$ cat config.mk
export PLATFORM = sky130hd
export DESIGN_NAME = serdes_sched
export DESIGN_NICKNAME = d
export VERILOG_FILES = /design/src/rtl/serdes_pkg.sv /design/src/rtl/serdes_rr_arb.sv /design/src/rtl/serdes_sched.sv
export SDC_FILE = /design/constraint.sdc
export NUM_CORES = 1
export LEC_CHECK = 0
export ABC_CLOCK_PERIOD_IN_PS = 1880
export BUFFER_PORTS_ARGS = -buffer_cell sky130_fd_sc_hd__buf_4
export CAP_MARGIN = 20
export CORE_MARGIN = 5
export CORE_UTILIZATION = 45
export DETAILED_ROUTE_END_ITERATION = 10
export PLACE_DENSITY = 0.69
export REMOVE_ABC_BUFFERS = 1
export SLEW_MARGIN = 5
export SYNTH_ARGS = -nofsm -noshare
export SYNTH_HDL_FRONTEND = slang
export SYNTH_SLANG_ARGS = --single-unit
export TNS_END_PERCENT = 10
$ cat constraint.sdc
create_clock -name mem_clk -period 1.88 [get_ports mem_clk]
set_input_delay 0.282 -clock mem_clk [delete_from_list [all_inputs] [get_ports mem_clk]]
set_output_delay 0.282 -clock mem_clk [all_outputs]
set_load 0.01 [all_outputs]
$ cat src/rtl/serdes_pkg.sv
// serdes_pkg: shared definitions for the SerDes bus scheduler.
//   state_e         scheduler FSM state encoding
//   DIR_WR / DIR_RD bus direction constants (match SerDes_Sel polarity)
//   *_DEF           default parameter values for serdes_sched
//   max3()          helper for sizing the shared cycle counter
package serdes_pkg;

    typedef enum logic [1:0] {
        ST_IDLE = 2'd0,
        ST_TURN = 2'd1,
        ST_WR   = 2'd2,
        ST_RD   = 2'd3
    } state_e;

    localparam logic DIR_WR = 1'b1;
    localparam logic DIR_RD = 1'b0;

    localparam int WIDTH_DEF      = 4;
    localparam int TURN_CYC_DEF   = 2;
    localparam int RD_TIMEOUT_DEF = 16;

    function automatic int max3(input int a, input int b, input int c);
        int m;
        m = a;
        if (b > m) m = b;
        if (c > m) m = c;
        return m;
    endfunction

endpackage

$ cat src/rtl/serdes_rr_arb.sv
// serdes_rr_arb: two-requester round-robin arbiter (write vs read).
//   mem_clk, rst_n  clock / async active-low reset
//   req_wr, req_rd  pending requests
//   adv             a grant is being taken this cycle; move the pointer
//   gnt_wr, gnt_rd  combinational one-hot grant (at most one high)
// The pointer holds the preferred direction for the next contention; it
// resets to write and flips to the opposite of whatever was granted.
module serdes_rr_arb
    import serdes_pkg::*;
(
    input  logic mem_clk,
    input  logic rst_n,
    input  logic req_wr,
    input  logic req_rd,
    input  logic adv,
    output logic gnt_wr,
    output logic gnt_rd
);

    logic ptr_q, ptr_d;

    always_comb begin
        gnt_wr = req_wr & ((ptr_q == DIR_WR) | ~req_rd);
        gnt_rd = req_rd & ~gnt_wr;
        ptr_d  = ptr_q;
        if (adv & gnt_wr)      ptr_d = DIR_RD;
        else if (adv & gnt_rd) ptr_d = DIR_WR;
    end

    always_ff @(posedge mem_clk or negedge rst_n) begin
        if (!rst_n) ptr_q <= DIR_WR;
        else        ptr_q <= ptr_d;
    end

endmodule

$ cat src/rtl/serdes_sched.sv
// serdes_sched: schedules write bursts and read captures on a shared,
// half-duplex SerDes, inserting bus turnaround idle time on direction change.
//   mem_clk, rst_n                  clock / async active-low reset
//   wr_req, wr_data, wr_ack, wr_done   write requester handshake
//   rd_req, rd_ack, rd_valid, rd_data, rd_err  read requester handshake
//   serdes_en, serdes_sel, serdes_wdata   controls to the SerDes
//   serdes_rdata, serdes_status           returns from the SerDes
//   busy                            high whenever the FSM is not idle
// All outputs are registered.
//
// state   | meaning
// --------+-----------------------------------------------------------
// IDLE    | bus quiet, waiting for a request to grant
// TURN    | direction change: serdes_en low for TURN_CYC cycles
// WR      | serialising serdes_wdata for WIDTH cycles
// RD      | deserialising, waiting for serdes_status (bounded by timeout)
module serdes_sched
    import serdes_pkg::*;
#(
    parameter int WIDTH      = WIDTH_DEF,
    parameter int TURN_CYC   = TURN_CYC_DEF,
    parameter int RD_TIMEOUT = RD_TIMEOUT_DEF
) (
    input  logic             mem_clk,
    input  logic             rst_n,
    input  logic             wr_req,
    input  logic [WIDTH-1:0] wr_data,
    output logic             wr_ack,
    output logic             wr_done,
    input  logic             rd_req,
    output logic             rd_ack,
    output logic             rd_valid,
    output logic [WIDTH-1:0] rd_data,
    output logic             rd_err,
    output logic             serdes_en,
    output logic             serdes_sel,
    output logic [WIDTH-1:0] serdes_wdata,
    input  logic [WIDTH-1:0] serdes_rdata,
    input  logic             serdes_status,
    output logic             busy
);

    localparam int CNT_MAX = max3(WIDTH, TURN_CYC, RD_TIMEOUT);
    localparam int CNT_W   = $clog2(CNT_MAX + 1);
    localparam bit HAS_TURN = (TURN_CYC > 0);

    // Down-counter reload values; the state exits when the counter hits 0.
    localparam logic [CNT_W-1:0] WR_LD   = CNT_W'(WIDTH - 1);
    localparam logic [CNT_W-1:0] RD_LD   = CNT_W'(RD_TIMEOUT - 1);
    localparam logic [CNT_W-1:0] TURN_LD = CNT_W'(TURN_CYC - 1);

    state_e           state_q, state_d;
    logic [CNT_W-1:0] cnt_q, cnt_d;
    logic             tgt_dir_q, tgt_dir_d;
    logic             last_dir_q, last_dir_d;
    logic             wr_ack_q, wr_ack_d;
    logic             wr_done_q, wr_done_d;
    logic             rd_ack_q, rd_ack_d;
    logic             rd_valid_q, rd_valid_d;
    logic             rd_err_q, rd_err_d;
    logic             serdes_en_q, serdes_en_d;
    logic             serdes_sel_q, serdes_sel_d;
    logic             busy_q, busy_d;
    logic [WIDTH-1:0] serdes_wdata_q, serdes_wdata_d;
    logic [WIDTH-1:0] rd_data_q, rd_data_d;

    logic gnt_wr, gnt_rd, arb_adv, grant_dir;

    serdes_rr_arb u_arb (
        .mem_clk (mem_clk),
        .rst_n   (rst_n),
        .req_wr  (wr_req),
        .req_rd  (rd_req),
        .adv     (arb_adv),
        .gnt_wr  (gnt_wr),
        .gnt_rd  (gnt_rd)
    );

    always_comb begin
        state_d        = state_q;
        cnt_d          = cnt_q;
        tgt_dir_d      = tgt_dir_q;
        last_dir_d     = last_dir_q;
        wr_ack_d       = 1'b0;
        wr_done_d      = 1'b0;
        rd_ack_d       = 1'b0;
        rd_valid_d     = 1'b0;
        rd_err_d       = 1'b0;
        serdes_en_d    = serdes_en_q;
        serdes_sel_d   = serdes_sel_q;
        serdes_wdata_d = serdes_wdata_q;
        rd_data_d      = rd_data_q;
        arb_adv        = 1'b0;
        grant_dir      = gnt_wr ? DIR_WR : DIR_RD;

        unique case (state_q)
            ST_IDLE: begin
                if (gnt_wr | gnt_rd) begin
                    arb_adv   = 1'b1;
                    tgt_dir_d = grant_dir;
                    // serdes_en is low here, so moving sel now is safe.
                    serdes_sel_d = grant_dir;
                    if (gnt_wr) begin
                        wr_ack_d       = 1'b1;
                        serdes_wdata_d = wr_data;
                    end else begin
                        rd_ack_d = 1'b1;
                    end
                    if (HAS_TURN && (grant_dir != last_dir_q)) begin
                        state_d = ST_TURN;
                        cnt_d   = TURN_LD;
                    end else begin
                        state_d     = (grant_dir == DIR_WR) ? ST_WR : ST_RD;
                        cnt_d       = (grant_dir == DIR_WR) ? WR_LD : RD_LD;
                        serdes_en_d = 1'b1;
                    end
                end
            end
            ST_TURN: begin
                if (cnt_q == '0) begin
                    state_d     = (tgt_dir_q == DIR_WR) ? ST_WR : ST_RD;
                    cnt_d       = (tgt_dir_q == DIR_WR) ? WR_LD : RD_LD;
                    serdes_en_d = 1'b1;
                end else begin
                    cnt_d = cnt_q - 1'b1;
                end
            end
            ST_WR: begin
                if (cnt_q == '0) begin
                    state_d     = ST_IDLE;
                    serdes_en_d = 1'b0;
                    wr_done_d   = 1'b1;
                    last_dir_d  = DIR_WR;
                end else begin
                    cnt_d = cnt_q - 1'b1;
                end
            end
            ST_RD: begin
                // A word completing on the final allowed cycle still wins.
                if (serdes_status) begin
                    state_d     = ST_IDLE;
                    serdes_en_d = 1'b0;
                    rd_data_d   = serdes_rdata;
                    rd_valid_d  = 1'b1;
                    last_dir_d  = DIR_RD;
                end else if (cnt_q == '0) begin
                    state_d     = ST_IDLE;
                    serdes_en_d = 1'b0;
                    rd_err_d    = 1'b1;
                end else begin
                    cnt_d = cnt_q - 1'b1;
                end
            end
            default: begin
                state_d     = ST_IDLE;
                serdes_en_d = 1'b0;
            end
        endcase

        busy_d = (state_d != ST_IDLE);
    end

    always_ff @(posedge mem_clk or negedge rst_n) begin
        if (!rst_n) begin
            state_q        <= ST_IDLE;
            cnt_q          <= '0;
            tgt_dir_q      <= DIR_WR;
            last_dir_q     <= DIR_WR;
            wr_ack_q       <= 1'b0;
            wr_done_q      <= 1'b0;
            rd_ack_q       <= 1'b0;
            rd_valid_q     <= 1'b0;
            rd_err_q       <= 1'b0;
            serdes_en_q    <= 1'b0;
            serdes_sel_q   <= 1'b0;
            busy_q         <= 1'b0;
            serdes_wdata_q <= '0;
            rd_data_q      <= '0;
        end else begin
            state_q        <= state_d;
            cnt_q          <= cnt_d;
            tgt_dir_q      <= tgt_dir_d;
            last_dir_q     <= last_dir_d;
            wr_ack_q       <= wr_ack_d;
            wr_done_q      <= wr_done_d;
            rd_ack_q       <= rd_ack_d;
            rd_valid_q     <= rd_valid_d;
            rd_err_q       <= rd_err_d;
            serdes_en_q    <= serdes_en_d;
            serdes_sel_q   <= serdes_sel_d;
            busy_q         <= busy_d;
            serdes_wdata_q <= serdes_wdata_d;
            rd_data_q      <= rd_data_d;
        end
    end

    assign wr_ack       = wr_ack_q;
    assign wr_done      = wr_done_q;
    assign rd_ack       = rd_ack_q;
    assign rd_valid     = rd_valid_q;
    assign rd_err       = rd_err_q;
    assign rd_data      = rd_data_q;
    assign serdes_en    = serdes_en_q;
    assign serdes_sel   = serdes_sel_q;
    assign serdes_wdata = serdes_wdata_q;
    assign busy         = busy_q;

endmodule
==> After elaboration in Yosys (flattened, before gate mapping) <==
Index checks and enable logic that the tools add are counted.
{ "op_classes": {"n_eq_ne": 10, "add_sub_neg": 1, "reduce_logical": 11, "muxes": 40, "n_bitwise": 8} }
{ "op_table": {"columns": ["cell", "count"], "rows": [
  ["$mux W1", 24],
  ["$mux W5", 4],
  ["$pmux W5 S4", 1],
  ["$mux W4", 3],
  ["$ne A2 B2 Y1 const B", 6],
  ["$mux W2", 5],
  ["$reduce_and A3 Y1", 3],
  ["$pmux W2 S4", 1],
  ["$reduce_and A2 Y1", 3],
  ["$reduce_bool A2 Y1", 3],
  ["$logic_not A5 Y1", 1],
  ["$sub A5 B1 Y5 const B", 1],
  ["$and A1 B1 Y1", 4],
  ["$eq A2 B2 Y1 const B", 2],
  ["$pmux W1 S4", 1],
  ["$eq A2 B1 Y1 const B", 1],
  ["$logic_not A2 Y1", 1],
  ["$not A1 Y1", 2],
  ["$or A1 B1 Y1", 2],
  ["$pmux W1 S2", 1],
  ["$ne A1 B1 Y1", 1]
]} }
{ "word_totals": {"output_inout_bits": 16, "word_cells": 85, "inputBits": 13, "reg_bits": 26} }

==> Logic depth before layout (Yosys ltp) <==
Gate-level depths: netlist (run 1).
{ "logic_depth": {"word_depth": 11, "depth_mapped": 7, "depth_no_buf": 7} }

==> By module <==
From an unflattened synthesis (run 1), not the netlist that was laid out.
{ "unflattened": {"cells_unflattened": 106, "hier_area_um2": 1206.2} }
{ "modules_own_cells": {"columns": ["mod", "area_per_inst_um2", "cells_per_inst", "seq_area_each_um2", "instances"], "rows": [
  ["serdes_sched", 1149.9, 100, 628.1, 1],
  ["serdes_rr_arb", 56.3, 6, 26.3, 1]
]} }

==> Worst setup path after synthesis (run 1) <==
Ideal clock, no wire load.
{ "synth_timing": {"kind": "register to register", "start": "reg cnt_q[0]", "end": "reg cnt_q[1]", "n_path_buf": 0, "path_stages_with_launch": 7, "t_required_ns": 1.762, "setup_time_ns": 0.118, "t_arrival_ns": 1.533, "period_less_slack_ns": 1.651, "slack_ns": 0.229, "cell_sequence": "dfrtp_1 -> inv_1 -> ha_1 -> nor4b_2 -> a221o_2 -> a221oi_2 -> a21o_1"} }
{ "synth_between": {"elab_chain_len": 4} }
{ "synth_rtl": {"columns": ["item", "line_no", "text"], "rows": [
  ["start, declared", "serdes_sched.sv:53", "logic [CNT_W-1:0] cnt_q, cnt_d;"],
  ["start signal, assigned", "serdes_sched.sv:181", "cnt_q <= cnt_d;"],
  ["$sub A5 B1 Y5 or $logic_not A5 Y1 (tied branches)", null, null],
  ["$mux W5", "serdes_sched.sv:129, serdes_sched.sv:146", null],
  ["$mux W5", "serdes_sched.sv:140", "if (serdes_status) begin"],
  ["$pmux W5 S4 *", "serdes_sched.sv:96", "unique case (state_q)"]
]} }
Every way passes the cells marked *; elsewhere a longest branch is shown, timed or not. The select of a mux whose other input is x is not followed.
A chain may end at the register's enable or synchronous reset.

==> Final worst setup path (run 1) <==
Same ends and word-level chain as after synthesis.

==> impl_results.md, run 1 <==
- Vias in the first global route: 944
- Pre-Repair DR Iteration Count: 4
- Leak: 0.7412 nW
- CTS Buf Count: 3
- Req. time, crit path: 2.15 ns
- GRT Resource Usage Total: 14.22%
- Maximum operating frequency: 555.2 MHz
- Share of the synthesized area in the top cell type: 48.22%
- Die Span Y: 61.50 um
- DR vias/cell: 5.263
- Postcts setup bufs: 0
- Cell taking the most area after synthesis: dfrtp_1
- First-pass GRT wire length: 4.057 mm
- Setup crit start kind: flip-flop
- Arr. time, crit path: 2.07 ns
- # port buffers: 28
- H-Tree Depth: 1
- Bufs on Longest Clock Path: 2
- Main flop type after synthesis: dfrtp_1
- Row count: 18
- Detailed Place HPWL: 1.853 mm
- Initial antenna violation count: 0
- Hold WS: 0.1379 ns
- Root Buffer: clkbuf_4
- Peak VDD IR: 918.7 uV
- Initial DRC count: 23
- Setup crit end kind: flip-flop
- Relative slew slack: 74.11%
- Largest net degree at the start of global routing: 27
- Final WL: 2.428 mm
- Antenna diodes: 0
- Sequential fraction of the synthesis area: 54.82%
- Number of max-cap violations: 0
- Fin. max-slew vios: 0
- Synth cell count leaders: 23 x dfrtp_1, 10 x inv_1, 10 x nand2_1
- Final Hold Fails: 0
- Unrepaired setup endpoints after global routing: no
- IO Count: 29
- Worst skew pair latency: 0.32 ns
- Reg clk slew, reported paths: 0.15 ns
- Final net count: 158
- Tmin final: 1.801 ns
- Post-synth EDFFs: 0
- DRC viols: 0
- Worst hold path class: primary input to flip-flop
- Yosys warns: 0
- Routability Congestion: 0.7635
- CTS tree: built
- Final Cycle Share: 95.80%
- Final ANT Viol Nets: 0
- Worst Tran Pin Value: 0.3883 ns
- PnR Total Power: 2.630 mW
- Full die area: 3782 um^2
- Gate Count Post-Synth: 107
- Final setup viols: 0
- Pwr/cell area: 1727 nW/um^2
- Syn avg cell area: 11.16 um^2
- Synth async-reset ratio: 100.0%
- Core Box Area: 2500 um^2
- CP Class: flip-flop to flip-flop
- Clock skew: 0.007804 ns
- Seq cells post-synth: 26
- Sink Count: 26
- Synth Cell Area: 1194 um^2
- Initial core utilization: 47.75%
- Status: finished, final reports clean
- Die W: 61.50 um
- Vias: 900
- Area delta synth->final: 27.57%
- Wire per inst: 14.20 um
- Post-route setup TNS: 0 ns
- CP max FO: 5
- Most common cell in the netlist: dfrtp_1
- Post-synth cell types: 36
- Synth area leaders: dfrtp_1 48%, mux2_2 7.5%, dfstp_2 6.6%
- Remaining Overflow, GRT: 0
- Layout cells sized above 1: 40.43%
## power breakdown
group | internal, mW | switching (mW)
sequential | 0.824 | 0.176
clock | 0.216 | 0.166
combinational | 0.653 | 0.596
## final timing paths
kind                               start          end  slack [ns]  depth (start not counted)
max in group asynchronous          rst_n    tgt_dir_q        1.20                          2
max reg2reg                     cnt_q[0]     cnt_q[1]        0.08                          6
min reg2reg                  u_arb.ptr_q  u_arb.ptr_q        0.47                          2
min in group asynchronous          rst_n   state_q[1]        0.38                          2
min                        serdes_status       rd_err        0.14                          2
max                             cnt_q[0]     cnt_q[1]        0.08                          6
## cell type report
| cell class | instances | area (um^2) |
|---|---|---|
| clock inverter | 1 | 30.03 |
| sequential | 26 | 654.4 |
| multi-input combinational | 67 | 486.7 |
| clock buffer | 3 | 22.52 |
| fill | 215 | 977.2 |
| inverter | 11 | 41.29 |
| tap | 30 | 37.54 |
| timing repair buffer | 33 | 250.2 |
## flip-flops by register name, summed over array words and instances (netlist names), 2 cells and up
name / cells
state_q: 2
serdes_wdata: 4
cnt_q: 5
rd_data: 4
## cells in the final DEF (no fill, tap or decap)
cell | synthesis | routed
nor2_2 | 1 | 1
o32ai_1 | 1 | 1
nand2b_1 | 1 | 1
mux2_2 | 8 | 8
or4b_4 | 1 | 1
and2_4 | 1 | 1
nor2_1 | 7 | 7
dfstp_2 | 3 | 3
o31ai_1 | 1 | 1
or2_2 | 1 | 1
a221oi_1 | 1 | 1
clkbuf_4 | 0 | 3
nor4_1 | 1 | 1
nor3b_1 | 1 | 1
or3b_2 | 1 | 1
o21a_1 | 1 | 1
clkinv_1 | 1 | 1
buf_4 | 0 | 32
o31ai_4 | 1 | 1
nor4b_2 | 1 | 1
a21o_1 | 2 | 2
nand3b_1 | 1 | 1
dlygate4sd3_1 | 0 | 1
ha_1 | 3 | 3
dfrtp_1 | 23 | 23
a311oi_1 | 1 | 1
bufinv_16 | 0 | 1
nand2_1 | 10 | 10
a21oi_1 | 6 | 6
or3_1 | 2 | 2
and3_1 | 1 | 1
a221oi_2 | 1 | 1
o21ba_2 | 1 | 1
o21ai_0 | 7 | 7
o22ai_1 | 1 | 1
inv_1 | 10 | 10
a221o_2 | 1 | 1
nand3_1 | 1 | 1
## per-stage QoR
stage / area, um^2 / worst slack, ns / util [%] / std cells
2_1_floorplan: 1182 / 0.2289 / - / 104
3_3_place_gp: 1460 / 0.1749 / 58.41 / 166
3_5_place_dp: 1460 / 0.1045 / 58.41 / 166
4_1_cts: 1523 / 0.07225 / 60.91 / 171
5_1_grt: 1523 / 0.01178 / 60.91 / 171
6_report: 1523 / 0.07894 / 60.91 / 171
## repair_timing
item	CTS	global route
endpoints found under the hold margin	23	0
resized for setup	0	0
hold buffers	1	0
## critical path: stages, from the launching register on
cell and delay (ns):
dfrtp_1 0.43, inv_1 0.06, ha_1 0.20, or4b_4 0.52, a21o_1 0.23, a221oi_2 0.21, a21o_1 0.11
## layer usage
metal	wire, um	global-route usage, %	part of all wire, %
met4	8	4.242	0.33
met1	948	16.03	39
met2	1241	24.96	51
met5	0	0	0
met3	229	5.241	9.4
## logic make-up after synthesis
logic type | Yosys count | synth area share (%)
compound gates | 25 | 15.51
buf+inv | 14 | 4.402
simple gates | 31 | 14.57
fa+ha+maj | 3 | 3.145
mux | 8 | 7.547
flops | 26 | 54.82
(Power assumes the default switching activity.)
==> inputs of run 2 (changes only) <==
--- a/config.mk
+++ b/config.mk
@@ -5,13 +5,12 @@
 export SDC_FILE = /design/constraint.sdc
 export NUM_CORES = 1
 export LEC_CHECK = 0
-export ABC_CLOCK_PERIOD_IN_PS = 1880
 export BUFFER_PORTS_ARGS = -buffer_cell sky130_fd_sc_hd__buf_4
 export CAP_MARGIN = 20
 export CORE_MARGIN = 5
-export CORE_UTILIZATION = 45
+export CORE_UTILIZATION = 51
 export DETAILED_ROUTE_END_ITERATION = 10
-export PLACE_DENSITY = 0.69
+export PLACE_DENSITY = 0.77
 export REMOVE_ABC_BUFFERS = 1
 export SLEW_MARGIN = 5
 export SYNTH_ARGS = -nofsm -noshare
==> run 2 against run 1 <==
Combinational power decreased by 4%; hold slack improved by 0.011 ns; clock power fell by 29%; non-clock buffer count is 2 lower; highest routed layer unchanged; via count up 1.6%; flip-flop and latch count is the same; clock-buffer cell count up 1; routed wire length shrank 2.1%; utilization rose by 6.0 points; critical endpoint unchanged; sequential power is essentially flat; critical path depth stayed put.
==> impl_results.md, run 2 (synthesized netlist as in run 1, its figures left out) <==
- Filler cells: 189 (-12%)
- Peak VDD IR: 1060 uV (+15%)
- Final WL: 2.377 mm (-2.1%)
- Post-Place Cell Area: 1443 um^2 (-1.2%)
- Row count: 17 (-1)
- Layout cells sized above 1: 39.57% (-0.86 points)
- Commonest non-fill, non-tap cell in the layout: buf_4
- PnR Total Power: 2.509 mW (-4.6%)
- CTS Buf Count: 3 (unchanged)
- Detailed Place HPWL: 1.798 mm (-3.0%)
- Bufs on Longest Clock Path: 2 (unchanged)
- Initial DRC count: 1 (-96%)
- Core Box Area: 2233 um^2 (-11%)
- Max reg flops: 5 (unchanged)
- Sink Count: 26 (unchanged)
- Leak: 0.7252 nW (-2.2%)
- Initial core utilization: 53.45% (+5.7 points)
- Final cell count without fillers: 167 (-2.3%)
- Req. time, crit path: 2.14 ns (about the same)
- Pwr/cell area: 1679 nW/um^2 (-2.8%)
- Remaining Overflow, GRT: 0 (unchanged)
- Arr. time, crit path: 2.06 ns (about the same)
- DRC viols: 0 (unchanged)
- Worst hold path class: primary input to flip-flop
- Final Cycle Share: 95.64% (-0.16 points)
- Vias in the first global route: 961 (+1.8%)
- Final setup viols: 0 (unchanged)
- Full die area: 3408 um^2 (-9.9%)
- Post-route setup TNS: 0 ns (unchanged)
- Most frequent cells in the layout: 30 x buf_4, 23 x dfrtp_1, 10 x inv_1, 10 x nand2_1, 8 x mux2_2
- Initial antenna violation count: 0 (unchanged)
- IO Count: 29 (unchanged)
- Largest net degree at the start of global routing: 27 (unchanged)
- Wire per inst: 14.23 um (+0.24%)
- Maximum operating frequency: 556.2 MHz (+0.17%)
- Design area: 1494 um^2 (-1.9%)
- Most flops, register: cnt_q
- H-Tree Depth: 1 (unchanged)
- Area delta synth->final: 25.16%
- First-pass GRT wire length: 4.064 mm (+0.17%)
- Clock skew: 0.005203 ns (-0.002601 ns)
- Root Buffer: clkbuf_4
- Worst Tran Pin Value: 0.4627 ns (+0.07437 ns)
- GRT Resource Usage Total: 15.36% (+1.1 points)
- Vias: 914 (+1.6%)
- Dpl cells: 162 (-2.4%)
- Postcts setup bufs: 0 (unchanged)
- Worst skew pair latency: 0.31 ns (about the same)
- Reg clk slew, reported paths: 0.13 ns (-0.02 ns)
- Routability Congestion: 0.8136 (+6.6%)
- Fin. max-slew vios: 0 (unchanged)
- Tmin final: 1.798 ns (-0.003059 ns)
- Final Hold Fails: 0 (unchanged)
- # port buffers: 28 (unchanged)
- Antenna diodes: 0 (unchanged)
- CP Class: flip-flop to flip-flop
- Relative slew slack: 69.16% (-5.0 points)
- Core Util, Final: 66.89% (+6.0 points)
- Number of max-cap violations: 0 (unchanged)
- DR vias/cell: 5.473 (+4.0%)
- Status: finished, final reports clean
- Unrepaired setup endpoints after global routing: no
- CTS tree: built
- Pre-Repair DR Iteration Count: 2 (-2)
- Die W: 58.38 um (-5.1%)
- Die Span Y: 58.38 um (-5.1%)
- Setup crit start kind: flip-flop
- Final net count: 156 (-1.3%)
- Setup crit end kind: flip-flop
- Final ANT Viol Nets: 0 (unchanged)
- CP max FO: 5 (unchanged)
-- run 2: repair_timing --
| action | CTS | global route |
|---|---|---|
| hold buffers | 1 | 0 |
| hold endpoints to repair | 23 | 0 |
| resized for setup | 0 | 1 |
| setup endpoints to repair | 0 | 2 |
-- run 2: layer usage --
layer  vias up  global-route usage, %  routed length [um]
li1        440                      -                   -
met1       447                  19.03                1074
met2        25                  25.04                1127
met3         2                  4.605                 164
met4         0                  5.960                  10
met5         -                      0                   0
-- run 2: worst paths after layout --
kind	cells after the start	start	slack [ns]	to
setup / recovery	6	cnt_q[0]	0.08	cnt_q[1]
hold / removal	2	serdes_status	0.15	rd_err
setup reg to reg	6	cnt_q[0]	0.08	cnt_q[1]
hold reg to reg	2	u_arb.ptr_q	0.47	u_arb.ptr_q
max in group asynchronous	2	rst_n	1.18	u_arb.ptr_q
min in group asynchronous	2	rst_n	0.40	state_q[0]
-- run 2: through the flow --
step | setup slack, ns | hold slack (ns)
floorplan | 0.2289 | -0.01359
global placement | 0.1472 | 0.2028
detailed placement | 0.1180 | 0.2065
CTS | 0.08611 | 0.1335
global route | 0.002940 | 0.1164
finish | 0.08200 | 0.1487
-- run 2: layout make-up --
class,instances,area (um^2),area share [%]
clock buffer,4,36.28,2.429
sequential,26,654.4,43.80
timing repair buffer,31,235.2,15.75
inverter,11,41.29,2.764
tap,28,35.03,2.345
multi-input combinational,67,491.7,32.91
-- run 2: power by group --
group | total, mW | internal [mW] | switching (mW)
logic | 1.20 | 0.630 | 0.575
clock network | 0.271 | 0.118 | 0.152
registers | 1.03 | 0.824 | 0.210
-- run 2: worst max-delay path, cell delays in order (launching register included) --
cell      delay [ns]
dfrtp_1         0.41
inv_1           0.06
ha_1            0.20
or4b_4          0.51
a21o_1          0.22
a221oi_2        0.23
a21o_1          0.11
